### src/rtl/fifo_rr_arbiter_pkg.sv
// Shared definitions for the round-robin FIFO drain arbiter and its pickers.
package fifo_rr_arbiter_pkg;

   localparam int SRC_CNT       = 4;
   localparam int GRANT_W       = 2;
   localparam int MAX_BURST_DEF = 4;
   localparam int BURST_W       = 4;

   typedef enum logic {
      IDLE  = 1'b0,
      SERVE = 1'b1
   } state_t;

   function automatic logic [GRANT_W-1:0] next_idx(input logic [GRANT_W-1:0] i);
      return i + 1'b1;
   endfunction

endpackage

### src/rtl/fifo_rr_arbiter_rr_pick4.sv
// Circular priority search over four requesters: first set req bit at or after ptr.
module rr_pick4
   import fifo_rr_arbiter_pkg::*;
(
   input  logic [SRC_CNT-1:0] req,
   input  logic [GRANT_W-1:0] ptr,
   output logic [GRANT_W-1:0] idx,
   output logic               found
);

   logic [GRANT_W-1:0] cand;

   always_comb begin
      idx   = ptr;
      found = 1'b0;
      cand  = ptr;
      for (int k = 0; k < SRC_CNT; k++) begin
         cand = ptr + GRANT_W'(k);
         if (!found && req[cand]) begin
            idx   = cand;
            found = 1'b1;
         end
      end
   end

endmodule

### src/rtl/fifo_rr_arbiter.sv
// Round-robin drain of four source FIFOs into one destination FIFO, 2-cycle pop-to-push pipeline.
//   state | meaning
//   IDLE  | choose next non-empty source from rr_ptr (costs one bubble)
//   SERVE | pop granted source while room downstream, up to MAX_BURST words
module fifo_rr_arbiter
   import fifo_rr_arbiter_pkg::*;
#(
   parameter int DATA_WIDTH = 8,
   parameter int NUM_SRC    = SRC_CNT,
   parameter int MAX_BURST  = MAX_BURST_DEF
) (
   input  logic                          clk,
   input  logic                          reset,
   input  logic                          en,
   input  logic [NUM_SRC-1:0]            src_empty,
   input  logic [NUM_SRC*DATA_WIDTH-1:0] src_data,
   input  logic                          dst_full,
   input  logic                          dst_almost_full,
   output logic [NUM_SRC-1:0]            src_rd,
   output logic                          dst_wr,
   output logic [DATA_WIDTH-1:0]         dst_data,
   output logic [GRANT_W-1:0]            grant,
   output logic                          busy,
   output logic                          err_overflow
);

   localparam logic [BURST_W-1:0] BURST_LIM = BURST_W'(MAX_BURST);

   state_t             state;
   logic [GRANT_W-1:0] rr_ptr;
   logic [BURST_W-1:0] burst_cnt;
   logic               v1;
   logic [GRANT_W-1:0] g1;
   logic [GRANT_W-1:0] pick_idx;
   logic               pick_found;
   logic               pop;

   rr_pick4 u_pick (
      .req   (~src_empty),
      .ptr   (rr_ptr),
      .idx   (pick_idx),
      .found (pick_found)
   );

   // Pop decided combinationally so src_empty seen here always reflects the previous pop.
   assign pop = !reset && (state == SERVE) && en && !src_empty[grant]
                && !dst_almost_full && !dst_full && (burst_cnt < BURST_LIM);

   assign src_rd = pop ? (NUM_SRC'(1) << grant) : '0;
   assign busy   = (state == SERVE) || v1 || dst_wr;

   always_ff @(posedge clk) begin
      if (reset) begin
         state        <= IDLE;
         rr_ptr       <= '0;
         burst_cnt    <= '0;
         grant        <= '0;
         v1           <= 1'b0;
         g1           <= '0;
         dst_wr       <= 1'b0;
         dst_data     <= '0;
         err_overflow <= 1'b0;
      end else begin
         v1     <= pop;
         g1     <= grant;
         dst_wr <= v1;
         if (v1) begin
            dst_data <= src_data[g1*DATA_WIDTH +: DATA_WIDTH];
         end
         if (dst_wr && dst_full) begin
            err_overflow <= 1'b1;
         end
         case (state)
            IDLE: begin
               if (en && pick_found) begin
                  grant     <= pick_idx;
                  burst_cnt <= '0;
                  state     <= SERVE;
               end
            end
            SERVE: begin
               if (pop) begin
                  burst_cnt <= burst_cnt + 1'b1;
                  // Leave on the last pop of a burst so the switch costs only the IDLE cycle.
                  if (burst_cnt + 1'b1 == BURST_LIM) begin
                     state  <= IDLE;
                     rr_ptr <= next_idx(grant);
                  end
               end else if (!en || src_empty[grant] || (burst_cnt >= BURST_LIM)) begin
                  state  <= IDLE;
                  rr_ptr <= next_idx(grant);
               end
            end
            default: state <= IDLE;
         endcase
      end
   end

endmodule

### config.mk
export PLATFORM = sky130hd
export DESIGN_NAME = fifo_rr_arbiter
export DESIGN_NICKNAME = d
export VERILOG_FILES = /design/src/rtl/fifo_rr_arbiter_pkg.sv /design/src/rtl/fifo_rr_arbiter_rr_pick4.sv /design/src/rtl/fifo_rr_arbiter.sv
export SDC_FILE = /design/constraint.sdc
export NUM_CORES = 1
export LEC_CHECK = 0
export ABC_AREA = 1
export CORE_MARGIN = 8
export CORE_UTILIZATION = 44
export CTS_CLUSTER_DIAMETER = 200
export CTS_CLUSTER_SIZE = 20
export DETAILED_ROUTE_END_ITERATION = 10
export PLACE_DENSITY = 0.81
export SLEW_MARGIN = 20
export SYNTH_ARGS = -nofsm -noshare
export SYNTH_HDL_FRONTEND = slang
export SYNTH_SLANG_ARGS = --single-unit
### constraint.sdc
create_clock -name clk -period 1.8 [get_ports clk]
set_clock_uncertainty 0.1 [all_clocks]
set_input_delay 0.18 -clock clk [delete_from_list [all_inputs] [get_ports clk]]
set_output_delay 0.18 -clock clk [all_outputs]
set_load 0.1 [all_outputs]
* Word-level counts from Yosys, hierarchy flattened
Cells that the tools add are included.
Word-level totals: flip-flop bits (word level) 22, bits of input ports 41, output and inout bits 17, word-level logic and storage cells 85
Operators by class: add/sub/neg operators 5, order comparisons 7, equal/unequal tests 4, shifts and indexed selects 2, multiplexer cells 29, bitwise gates (word level) 2, reductions and logical operators 27
Operators with widths (number):
- indexed part select 32 x 6 -> 8 bit | 1
- less-than comparator 2 x 3 -> 1 bit, second input constant | 5
- 2-to-1 mux 1 bit | 13
- 2-to-1 mux 2 bit | 6
- 2-to-1 mux 4 bit | 3
- logical AND 1 bit | 11
- binary-select mux 1 bit (select 2 bit) | 5
- logical NOT 1 bit | 8
- case mux 4 bit (2 select lines) | 1
- adder 2 x 1 -> 2 bit, second input constant | 2
- adder 2 bit, second input constant | 2
- adder 4 x 1 -> 4 bit, second input constant | 1
- equality test 4 x 3 -> 1 bit, second input constant | 1
- greater-or-equal comparator 4 x 3 -> 1 bit, second input constant | 1
- logical OR 1 bit | 4
- less-than comparator 4 x 3 -> 1 bit, second input constant | 1
- inequality test 2 x 1 -> 1 bit, second input constant | 2
- inverter 4 bit | 1
- AND reduction 2 bit | 2
- << shifter 1 x 2 -> 4 bit, first input constant | 1
- AND reduction 3 bit | 1
- inequality test 2 bit, second input constant | 1
- case mux 1 bit (2 select lines) | 1
- nonzero test 2 bit | 1
- inverter 1 bit | 1

* Logic depth before layout (Yosys ltp)
Gate-level depths: netlist (run 1).
word-level depth 16, depth in mapped cells 12, depth with buffers taken out 12

* Hierarchy
From an unflattened synthesis (run 1), not the netlist that was laid out.
Second synthesis, totals: cells, all modules 258, area, all modules 1595.3 µm²
Modules (own cells, without submodules):
- fifo_rr_arbiter | times used 1, cells an instance 194, area each 1296.2 µm², sequential area each 440.4 µm²
- rr_pick4 | times used 1, cells an instance 64, area each 299.0 µm², sequential area each 0.0 µm²

* Worst setup path after synthesis (run 1)
No wires, ideal clock.
path kind register -> output, start reg grant[1], end out src_rd[0], arrival 2.939 ns, required time 1.520 ns, path slack -1.419 ns, stages on the path, launching flop included 7, buffers on the path 0, cells stage by stage dfxtp_1 inv_1 nand3_1 nand2_1 a21oi_2 nand2_4 nor2_1
Between the ends: word-level cells in the longest chain between the ends 8, elaborated cells between the ends (all ways) 9, classes of those cells 1 x shift; 3 x mux; 5 x reduce/logical
Ends and longest elaborated chain:
- start: declaration | line fifo_rr_arbiter.sv:22 | output logic [GRANT_W-1:0] grant,
- start signal: assignment | line fifo_rr_arbiter.sv:76 | grant <= pick_idx;
- binary-select mux 1 bit (select 2 bit) | line fifo_rr_arbiter.sv:46 | assign pop = !reset && (state == SERVE) && en && !src_empty[grant]
- 2-to-1 mux 1 bit (not written as such) | line fifo_rr_arbiter.sv:46
- logical NOT 1 bit | line fifo_rr_arbiter.sv:46
- logical AND 1 bit | line fifo_rr_arbiter.sv:46
- logical AND 1 bit (3 in series) | line fifo_rr_arbiter.sv:47 | && !dst_almost_full && !dst_full && (burst_cnt < BURST_LIM);
- 2-to-1 mux 4 bit * | line fifo_rr_arbiter.sv:49 | assign src_rd = pop ? (NUM_SRC'(1) << grant) : '0;
- end: declaration | line fifo_rr_arbiter.sv:19 | output logic [NUM_SRC-1:0] src_rd,
Mark *: on every way between the ends. The rest lies on a longest branch, timed or not. The select of a mux whose other input is x is not followed.

* Final worst setup path (run 1)
start reg grant[0], end out src_rd[2]
The elaborated chain is that of the path after synthesis.

==> results.md, run 1 <==
Logic synthesis:
- For this run, the number of Yosys warnings is 0.
- After synthesis, the most frequently instantiated cells are sky130_fd_sc_hd__nand2_1 (47), sky130_fd_sc_hd__nor2_1 (32), sky130_fd_sc_hd__inv_1 (27).
- Of the synthesized area, sequential elements account for 0.295.
- After technology mapping, the gate count stands at 221.
- Among all flip-flop cells after synthesis, the most frequent one is sky130_fd_sc_hd__dfxtp_1.
- The number of synthesized flops with an enable pin is 0.
- Ranked by total cell area, the synthesized netlist is headed by sky130_fd_sc_hd__dfxtp_1 (29%), sky130_fd_sc_hd__nand2_1 (12%), sky130_fd_sc_hd__nor2_1 (8.0%), sky130_fd_sc_hd__o21ai_0 (7.4%), sky130_fd_sc_hd__inv_1 (6.8%).
- After synthesis the netlist holds a flip-flop and latch count of 22.
- The leading cell type by number of instances after synthesis is sky130_fd_sc_hd__nand2_1.
- Synthesis produced a netlist with a net count of 267.
- The top-area cell type share of the netlist area is 0.295.
- The leading area contributor after synthesis is sky130_fd_sc_hd__dfxtp_1.
- The count of distinct cell types in the synthesized netlist is 27.
- The share of async-settable or async-resettable flops after synthesis is 0.
- The netlist area before placement is 1490 µm².
- In this run the mean area of a mapped cell was 6.76 µm².

Floorplan:
- The floorplan step defined a die boundary enclosing 5520 µm².
- For this configuration, the core starts out at a cell density of 0.451.
- The floorplan step set the die height to 74.3 µm.
- The area of the core region is 3310 µm².
- 58 I/O pins were placed.
- The floorplan has 21 rows.
- The die width is 74.3 µm.

Final layout:
- In the final layout, the share of cells above drive strength 1 is 0.254.
- The antenna diode instance count is 0.
- The total number of nets in the final design is 338.
- At the end of the flow the core is filled with cells to 0.707.
- In the final layout, flip-flops and latches occupy 454 µm².
- Counting the fill cells in the layout gives 269.
- The area growth from synthesis to layout is 56.8%.
- After routing the design area is 2340 µm².
- The area of the multi-input gates is 945 µm².

CTS:
- TritonCTS built the clock tree.
- The root buffer selected by CTS is sky130_fd_sc_hd__clkbuf_4.
- Counting every sink on the clock net gives 22.
- The number of buffers added to fix hold violations after cts is 0.
- The worst-case clock buffer depth is 2.
- Clock tree synthesis inserted a total of 3 buffers.
- The later pin in the worst-skew pair is clocked with a latency of 300 ps.
- CTS built an H-tree with a depth of 1.
- The clock edge transition at the registers on the reported setup and hold paths is 120 ps.

Placement:
- The congestion estimate from routability-driven global placement came to 0.932.
- The cell area after placement is 2230 µm².
- After legalization and detailed placement, the total HPWL measured 3430 µm.
- In this run the tool buffered the top-level ports with 57 buffer cells.

Drt:
- The average routed wire per standard cell is 13.4 µm.
- Dividing the detail-routed via count by the number of cells gives 5.05.
- The number of DRC violations after detailed routing is 0.
- In this run the remaining antenna-violating nets after routing total 0.
- The total wirelength of the detailed-routed design is 4520 µm.
- The first routing iteration left 118 violations.
- The first detailed-routing pass took 4 iterations.
- The final route contains 1701 vias.

Timing:
- The final critical delay including setup and external delays is 1820 ps.
- The fraction of the cycle the final worst path needs is 1.01.
- The post-route worst setup slack is -21.1 ps.
- The tightest hold path in the finished design has a slack of 362 ps.
- The accumulated negative setup slack is -41.2 ps.
- Setup repair after global routing could not meet its margin everywhere.
- Setup violations remaining at the end of the flow were counted as 3.
- The final hold violation count is 0.
- The max-slew violation count is 0.
- Based on the critical path, the design can be clocked at up to 0.549 GHz.
- For the pin with the worst max-slew slack, the measured transition is 451 ps.
- The worst slew margin relative to its limit is 0.699.

Worst setup path:
- The maximum fanout encountered on the critical timing path is 6.
- STA classifies the critical path startpoint as a flop.
- The data arrival time of the worst path is 1540 ps.
- By instance count, the cell type seen most on the critical path is sky130_fd_sc_hd__nand2_2.
- STA classifies the critical path endpoint as a primary output.
- The worst stage delay on the critical path is 390 ps.
- The worst path required time is 1520 ps.
- The cell at the slowest stage of the critical path is sky130_fd_sc_hd__dfxtp_4.
- The critical path is of the reg -> out type.
- The critical path goes through inv_4 -> nand2_2 -> nand3_2 -> nand2_2 -> a21oi_4 -> nand2_4 -> nor2_4 -> buf_12.

Hold path:
- In this run the worst hold path is classified as in -> reg.

Global routing:
- In the global route stage, overall resource usage came out at 0.159.
- The first global-routing pass estimated 7090 µm of wire.
- After global routing the overflow that remains totals 0.
- The initial antenna violation count is 0.
- The number of global-route vias before repair came to 1663.
- Entering global routing, the biggest net connects 19 pins.

Power and ir drop:
- The total power divided by cell area is 594 nW/µm².
- The largest voltage drop on the vdd net is 0.000373 V.
- The leakage component of the power is 1.09 nW.

Run status:
- The final reports fail on setup timing.
- The flow ran to the end, but the final reports show violations.

Run:
- Across the run, the number of max-cap violations was 0.
-- flip-flops by register name, summed over array words and instances (netlist names) --
signal and count:
dst_wr 1, g1 2, err_overflow 1, burst_cnt 4
grant 2, v1 1, rr_ptr 2, state 1
dst_data 8
-- cell type report --
cell class | instances | area share
multi-input combinational | 160 | 0.403
timing repair buffer | 73 | 0.314
sequential | 22 | 0.194
inverter | 32 | 0.0534
tap | 46 | 0.0246
clock buffer | 4 | 0.0112
-- worst paths after layout --
path	startpoint	slack, ps	endpoint	depth (start not counted)
setup / recovery	grant[0]	-20	src_rd[2]	8
hold / removal	en	360	grant[1]	6
setup reg to reg	grant[0]	80	burst_cnt[2]	11
hold reg to reg	burst_cnt[0]	370	burst_cnt[0]	1
-- metrics by stage --
| stage | power (mW) | std cells | setup slack (ps) |
|---|---|---|---|
| detailed placement | 1.13 | 324 | -27.4 |
| global route | 1.48 | 337 | -120 |
| CTS | 1.38 | 336 | -8.59 |
| global placement | 1.12 | 324 | 9.57 |
| finish | 1.39 | 337 | -21.1 |
| floorplan | 0.925 | 221 | -52.3 |
-- metal layers --
layer  vias up  wire, µm  global-route usage
li1        858         -                   -
met1       775      1920               0.185
met2        64      2130               0.279
met3         4       444              0.0458
met4         0        23              0.0391
met5         -         0                   0
-- cell usage in the layout, fill, tap and decap left out, drive strengths merged, types with 3 or more instances in the layout --
cell type / instances
inv: 31
mux2i: 8
nor3: 3
dfxtp: 22
ha: 5
nand3: 12
o221ai: 8
clkbuf: 4
nand4: 5
nor2: 32
nand2: 57
clkdlybuf4s50: 39
buf: 33
a21oi: 5
o21ai: 22
-- logic make-up after synthesis --
| family | share of synthesized area |
|---|---|
| simple gates | 0.354 |
| buf+inv | 0.110 |
| mux | 0.0536 |
| compound gates | 0.140 |
| flops | 0.295 |
| xor+xnor | 0.00586 |
| fa+ha+maj | 0.0419 |
-- critical path: cells and delay by family, from the launching register on --
family	cells	cell delay (ps)
AND/OR/NAND/NOR	5	440
AO/OA/AOI/OAI	1	160
buffers and inverters	2	240
flip-flops	1	390
-- what timing repair did --
item / 4_1_cts / 5_1_grt
pin swaps: 5 / 3
resized for setup: 6 / 4
setup buffers: 8 / 1
hold endpoints to repair: 0 / 0
setup endpoints to repair: 4 / 5
-- report_power, final --
part           total (mW)  switching (mW)  leakage, nW  internal [mW]
Combinational       0.622           0.358        0.890          0.264
Sequential          0.540          0.0310        0.181          0.509
Clock               0.230           0.143       0.0150         0.0864
(Power assumes the default switching activity.)
==> run 2: changes to the inputs <==
- CORE_MARGIN: 8 -> 2
- CORE_UTILIZATION: 44 -> 40
- PLACE_DENSITY: 0.81 -> 0.74
==> results.md, run 2 (same netlist as run 1, synthesis figures left out) <==
Timing:
- Dividing the final minimum period by the clock period gives 1.02.
- The highest attainable clock frequency is 0.544 GHz.
- The final hold violation count is 0.
- The max-slew violation count is 0.
- Once routing completed, OpenROAD measured the worst setup slack at -39.9 ps.
- Measured against its own limit, the worst slew margin works out to 0.646.
- The transition time at the pin with the least slew margin is 530 ps.
- Setup repair after global routing could not meet its margin everywhere.
- Counting I/O delays and the setup requirement, the final critical path takes 1840 ps.
- The final number of setup-violating endpoints is 4.

Global routing:
- The initial antenna violation count is 0.
- The number of global-route vias before repair is 1506.
- The pin count of the biggest net entering global routing is 19.
- The first-pass GRT wire length is 6510 µm.
- The total routing resource utilization after global routing is 0.194.
- The total global routing overflow is 0.

Drt:
- The routed layout has 1651 vias.
- After detailed routing, the total wire length is 4000 µm.
- The first TritonRoute pass finished after 4 iterations.
- The post-detailed-route via-to-cell ratio is 4.91.
- Dividing the detail-routed wire length by the instance count gives 11.9 µm.
- The number of DRC violations after detailed routing is 0.
- The initial detailed-routing violation count is 99.
- The count of nets left with antenna violations once routing finished came out at 0.

Hold path:
- The worst hold path belongs to the class in -> reg.
- The number of cells on the worst hold path is 5.

Final layout:
- Once layout is complete, the utilization of the core stands at 0.654.
- dst_data holds more flip-flops than any other register.
- The total number of nets in the final design is 335.
- Counting the fill cells in the layout gives 328.
- The flip-flop count of the largest register, all copies and words added is 8.
- Of the cells placed in the final design, the portion with a size suffix greater than 1 is 0.260.
- Leaving out fill and tap cells, the most frequent cell in the layout is sky130_fd_sc_hd__nand2_1.
- The largest registers in the layout are dst_data (8), burst_cnt (4).
- Excluding fillers, the count of instances in the completed layout stands at 336.
- The area of the multi-input gates is 955 µm².
- In the final layout, flip-flops and latches occupy 453 µm².
- In the layout the commonest cells are sky130_fd_sc_hd__nand2_1 (44), sky130_fd_sc_hd__clkdlybuf4s50_1 (38), sky130_fd_sc_hd__nor2_1 (27).
- 0 antenna diodes ended up in the layout.
- The area added between synthesis and finish is 59.1%.

Floorplan:
- The area of the die is 4240 µm².
- The area of the core region is 3630 µm².
- After floorplanning, the core was divided into 22 placement rows.
- The count of boundary I/O pins is 58.
- The y dimension of the die is 65.1 µm.
- Measured along the x axis, the die boundary spans 65.1 µm.
- The initial utilization of the core area, before any placement, comes to 0.411.

CTS:
- The source-to-sink clock delay at the later pin of the worst-skew pair is 260 ps.
- The CTS tree is done.
- The clock sink count is 22.
- The number of H-tree levels is 1.
- Clock-pin slew was measured on the worst setup and hold paths at 80 ps.
- For this design, the CTS-stage hold fixing added 0 buffers.
- The root buffer selected by CTS is sky130_fd_sc_hd__clkbuf_8.
- In this run the deepest clock path goes through 2 buffers.
- The clock buffer count from CTS is 3.

Placement:
- After detailed placement, the design holds a cell count of 324.
- The post-placement setup slack is -43.0 ps.
- The weighted congestion reported at the end of routability-driven placement is 0.840.
- The total of buffers placed on input and output ports is 57.
- After legalization and detailed placement, the total HPWL measured 2940 µm.

Worst setup path:
- Along the worst path, the maximum fanout reaches 5.
- The data arrival time of the worst path is 1560 ps.
- STA classifies the critical path endpoint as a primary output.
- The worst setup path is launched from a flop.
- The path type of the worst setup path is reg -> out.
- The worst path required time is 1520 ps.
- The length in cells of the worst reg-to-reg path is 12.

Run status:
- The run finished, with violations left.
- The checks that failed: setup timing.

Power and ir drop:
- Summed over all cells, the static leakage comes to 1.11 nW.
- Total power for the finished layout comes to 1.56 mW.
- The largest voltage drop on the vdd net is 0.000398 V.
- The total power divided by cell area is 658 nW/µm².

Run:
- Max-cap violations in this run came to 0.
run 2: cell count changes in the layout (fill, tap and decap cells not counted), sizes merged:
cell	change
inv	+1
dlygate4sd2	-1
dlymetal6s2s	+2
buf	-3
clkdlybuf4s50	-1
clkinv	-1
run 2: repair_timing:
| action | in CTS | in global routing |
|---|---|---|
| buffers inserted | 7 | 1 |
| pin swaps | 3 | 5 |
| gates resized for setup | 4 | 12 |
| endpoints found under the setup margin | 4 | 6 |
run 2: critical path, cell delays in order (launching register included):
cell and delay, ps:
sky130_fd_sc_hd__dfxtp_4 370, sky130_fd_sc_hd__nor3_4 180, sky130_fd_sc_hd__nand2_1 80, sky130_fd_sc_hd__a21oi_2 180
sky130_fd_sc_hd__nand2_4 140, sky130_fd_sc_hd__nor2_4 150, sky130_fd_sc_hd__buf_12 180
run 2: report_power, final:
group / switching (mW) / internal [mW] / total [mW]
Sequential: 0.0386 / 0.508 / 0.547
Clock: 0.165 / 0.241 / 0.406
Combinational: 0.344 / 0.266 / 0.611
Total: 0.548 / 1.02 / 1.56
run 2: routing by layer:
| layer | up-vias | global-route usage | routed length, µm |
|---|---|---|---|
| li1 | 847 | - | - |
| met1 | 731 | 0.234 | 1690 |
| met2 | 65 | 0.334 | 1830 |
| met3 | 8 | 0.0462 | 401 |
| met4 | 0 | 0.0703 | 74 |
| met5 | - | 0 | 0 |
run 2: area by class of cell:
cell class / instances / share of cell area
Sequential cell: 22 / 0.191
Inverter: 32 / 0.0526
Clock buffer: 4 / 0.0279
Timing Repair Buffer: 70 / 0.302
Multi-Input combinational cell: 160 / 0.402
Tap cell: 48 / 0.0253
run 2: worst paths after layout:
path | endpoint | startpoint | slack, ps
setup / recovery | src_rd[0] | burst_cnt[2] | -40
hold / removal | state | en | 350
setup reg to reg | rr_ptr[0] | burst_cnt[2] | 50
hold reg to reg | burst_cnt[0] | burst_cnt[0] | 370
run 2: metrics by stage:
step	cell area [µm²]	hold slack, ps	TNS, ps
2_1_floorplan	1550	221	-163
3_3_place_gp	2210	349	0
3_5_place_dp	2210	357	-107
4_1_cts	2340	368	0
5_1_grt	2380	383	-637
6_report	2380	351	-62.5
==> run 3: changes to the inputs <==
- CORE_MARGIN: 2 -> default
- GPL_TIMING_DRIVEN: default -> 0
- PLACE_DENSITY: 0.74 -> 0.8
==> results.md, run 3 (same netlist as run 1, synthesis figures left out) <==
Run status:
- The run finished with clean final reports.

Worst setup path:
- The critical path crosses 6 cells after its start point.
- STA classifies the critical path endpoint as a primary output.
- In this run the worst setup path terminates at src_rd[0].
- In this run the critical register-to-register path is launched from burst_cnt[2].
- The endpoint identified for the worst register-to-register timing path is burst_cnt[0].
- The sum of buffers and inverters on the critical path is 1.
- The cell class contributing the biggest share of worst-path delay is simple AND/OR/NAND/NOR gates.
- The worst setup path is of the reg -> out kind.
- The cell at the slowest stage of the critical path is sky130_fd_sc_hd__dfxtp_2.
- The data arrival time of the worst path is 1490 ps.
- The worst stage delay on the critical path is 350 ps.
- For the worst setup path, the data required time is 1520 ps.
- The critical path goes through nor3_2 -> nand2_2 -> a21oi_4 -> nand2_4 -> nor2_4 -> buf_12.
- Across all register-to-register paths, the minimum setup slack is 210 ps.
- The length in cells of the worst reg-to-reg path is 8.
- The maximum fanout encountered on the critical timing path is 5.
- In this run the worst setup path begins at burst_cnt[2].
- The worst setup path is launched from a flop.

Drt:
- The number of DRC violations after detailed routing is 0.
- The average routed wire per standard cell is 12.0 µm.
- After the first detailed-routing iteration, the DRC count stood at 79.
- The first detailed-routing pass took 4 iterations.
- Dividing the detail-routed via count by the number of cells gives 5.06.
- The total wirelength of the detailed-routed design is 3940 µm.
- The via count is 1666.
- The antenna violation net count after detailed routing is 0.

Placement:
- In this run the tool buffered the top-level ports with 56 buffer cells.
- The wire-length estimate of the detail-placed layout is 3010 µm.
- Once placement completed, the tool counted placed cells totaling 323.
- The weighted congestion reported at the end of routability-driven placement is 0.838.

CTS:
- TritonCTS built the clock tree.
- The root buffer selected by CTS is sky130_fd_sc_hd__clkbuf_8.
- In this run the number of H-tree levels came out at 1.
- CTS saw 22 sinks.
- The source-to-sink clock delay at the later pin of the worst-skew pair is 260 ps.
- No sink is reached through more buffers than the 2 on the longest clock path.
- The clock edge transition at the registers on the reported setup and hold paths is 70 ps.
- In this run, CTS created clock tree buffers numbering 3.

Final layout:
- The commonest non-fill, non-tap cell in the layout is sky130_fd_sc_hd__nand2_1.
- The final core area utilization is 0.655.
- In the final layout, the share of cells above drive strength 1 is 0.198.
- The count of cells in the finished layout, fillers not included, comes to 329.
- The fill cell instance count of the final layout is 315.
- In the final layout, the registers with the most flip-flops are dst_data (8), burst_cnt (4).
- After the last flow step, the layout net total stands at 331.
- The antenna diode instance count is 0.
- The area added between synthesis and finish is 52.2%.
- More flip-flops sit in one register than any other, and that register is dst_data.
- In the layout the commonest cells are sky130_fd_sc_hd__nand2_1 (44), sky130_fd_sc_hd__clkdlybuf4s50_1 (36), sky130_fd_sc_hd__nor2_1 (28).
- The flip-flop count of the largest register, all copies and words added is 8.

Power and ir drop:
- The total power divided by cell area is 616 nW/µm².
- Summed over all cells, the static leakage comes to 1.10 nW.
- The design draws 1.40 mW.
- IR analysis of the VDD net gives a maximum drop of 0.000332 V.

Global routing:
- The number of global-route vias before repair is 1530.
- For this run, the total global-route usage over all layers was measured as 0.199.
- The first global-routing pass estimated 6490 µm of wire.
- The total overflow left after global routing is 0.
- Entering global routing, the biggest net connects 12 pins.
- The initial antenna violation count is 0.

Timing:
- The final critical delay including setup and external delays is 1770 ps.
- The final hold violation count is 0.
- Setup violations remaining at the end of the flow were counted as 0.
- The max-slew violation count came to 0.
- The worst slew margin relative to its limit is 0.359.
- Setup repair after global routing could not meet its margin everywhere.
- Dividing the final minimum period by the clock period gives 0.984.
- Hold timing on the final database bottoms out at a slack of 23.4 ps.
- The accumulated negative setup slack is 0 ps.
- The highest attainable clock frequency is 0.564 GHz.
- The transition time at the pin with the least slew margin is 965 ps.

Floorplan:
- Measured along the x axis, the die boundary spans 63.1 µm.
- The area of the core region is 3470 µm².
- The number of rows in the core area is 21.
- The y dimension of the die is 63.1 µm.
- During I/O placement, the number of pins put on the boundary was 58.
- The initial core utilization is 0.431.
- The area of the die is 3980 µm².

Hold path:
- The type of the most critical hold path is in -> reg.

Run:
- The count of max-cap constraint violations is 0.
run 3: cell count changes in the layout (fill, tap and decap cells not counted), sizes merged:
cell,previous run,this run
inv,32,31
clkinv,0,1
dlymetal6s2s,2,3
buf,30,12
clkdlybuf4s50,38,36
clkbuf,4,8
dlygate4sd2,0,10
run 3: per-layer routing:
layer	global-route usage	wire length, µm
met5	0	0
met2	0.355	1830
met4	0.0262	10
met1	0.250	1820
met3	0.0417	280
run 3: worst min-delay path by stage:
stage	startpoint	end	slack, ps	cells after the start
after global routing	reset	dst_wr	20	2
after floorplan	dst_full	err_overflow	220	2
after global placement	reset	dst_wr	290	2
after CTS	reset	dst_wr	20	2
after detailed placement	reset	dst_wr	290	2
final	reset	dst_wr	20	2
run 3: final cells by class:
class	count	area, µm²	area share
timing repair buffer	59	606	0.266
multi-input combinational	160	948	0.417
clock buffer	3	41.3	0.0182
inverter	32	125	0.0550
sequential	22	450	0.198
buffer	7	45.0	0.0198
tap	46	57.6	0.0253
run 3: stage by stage:
step / worst slack (ps) / cell area, µm²
after CTS: -12.3 / 2250
after detailed placement: -986 / 2160
after floorplan: -52.3 / 1550
after global placement: -978 / 2160
final: 28.1 / 2270
after global routing: -26.2 / 2270
run 3: timing repair:
item                                    CTS  global route
pin swaps                                 3             5
resized for setup                        57            13
buffers inserted                          2             1
hold endpoints to repair                  0             0
endpoints found under the setup margin   17             6
hold buffers                              0             0
run 3: where the power goes:
part	internal, mW	switching, mW	leakage, nW
Sequential	0.510	0.0323	0.181
Combinational	0.218	0.341	0.894
Clock	0.149	0.151	0.0216
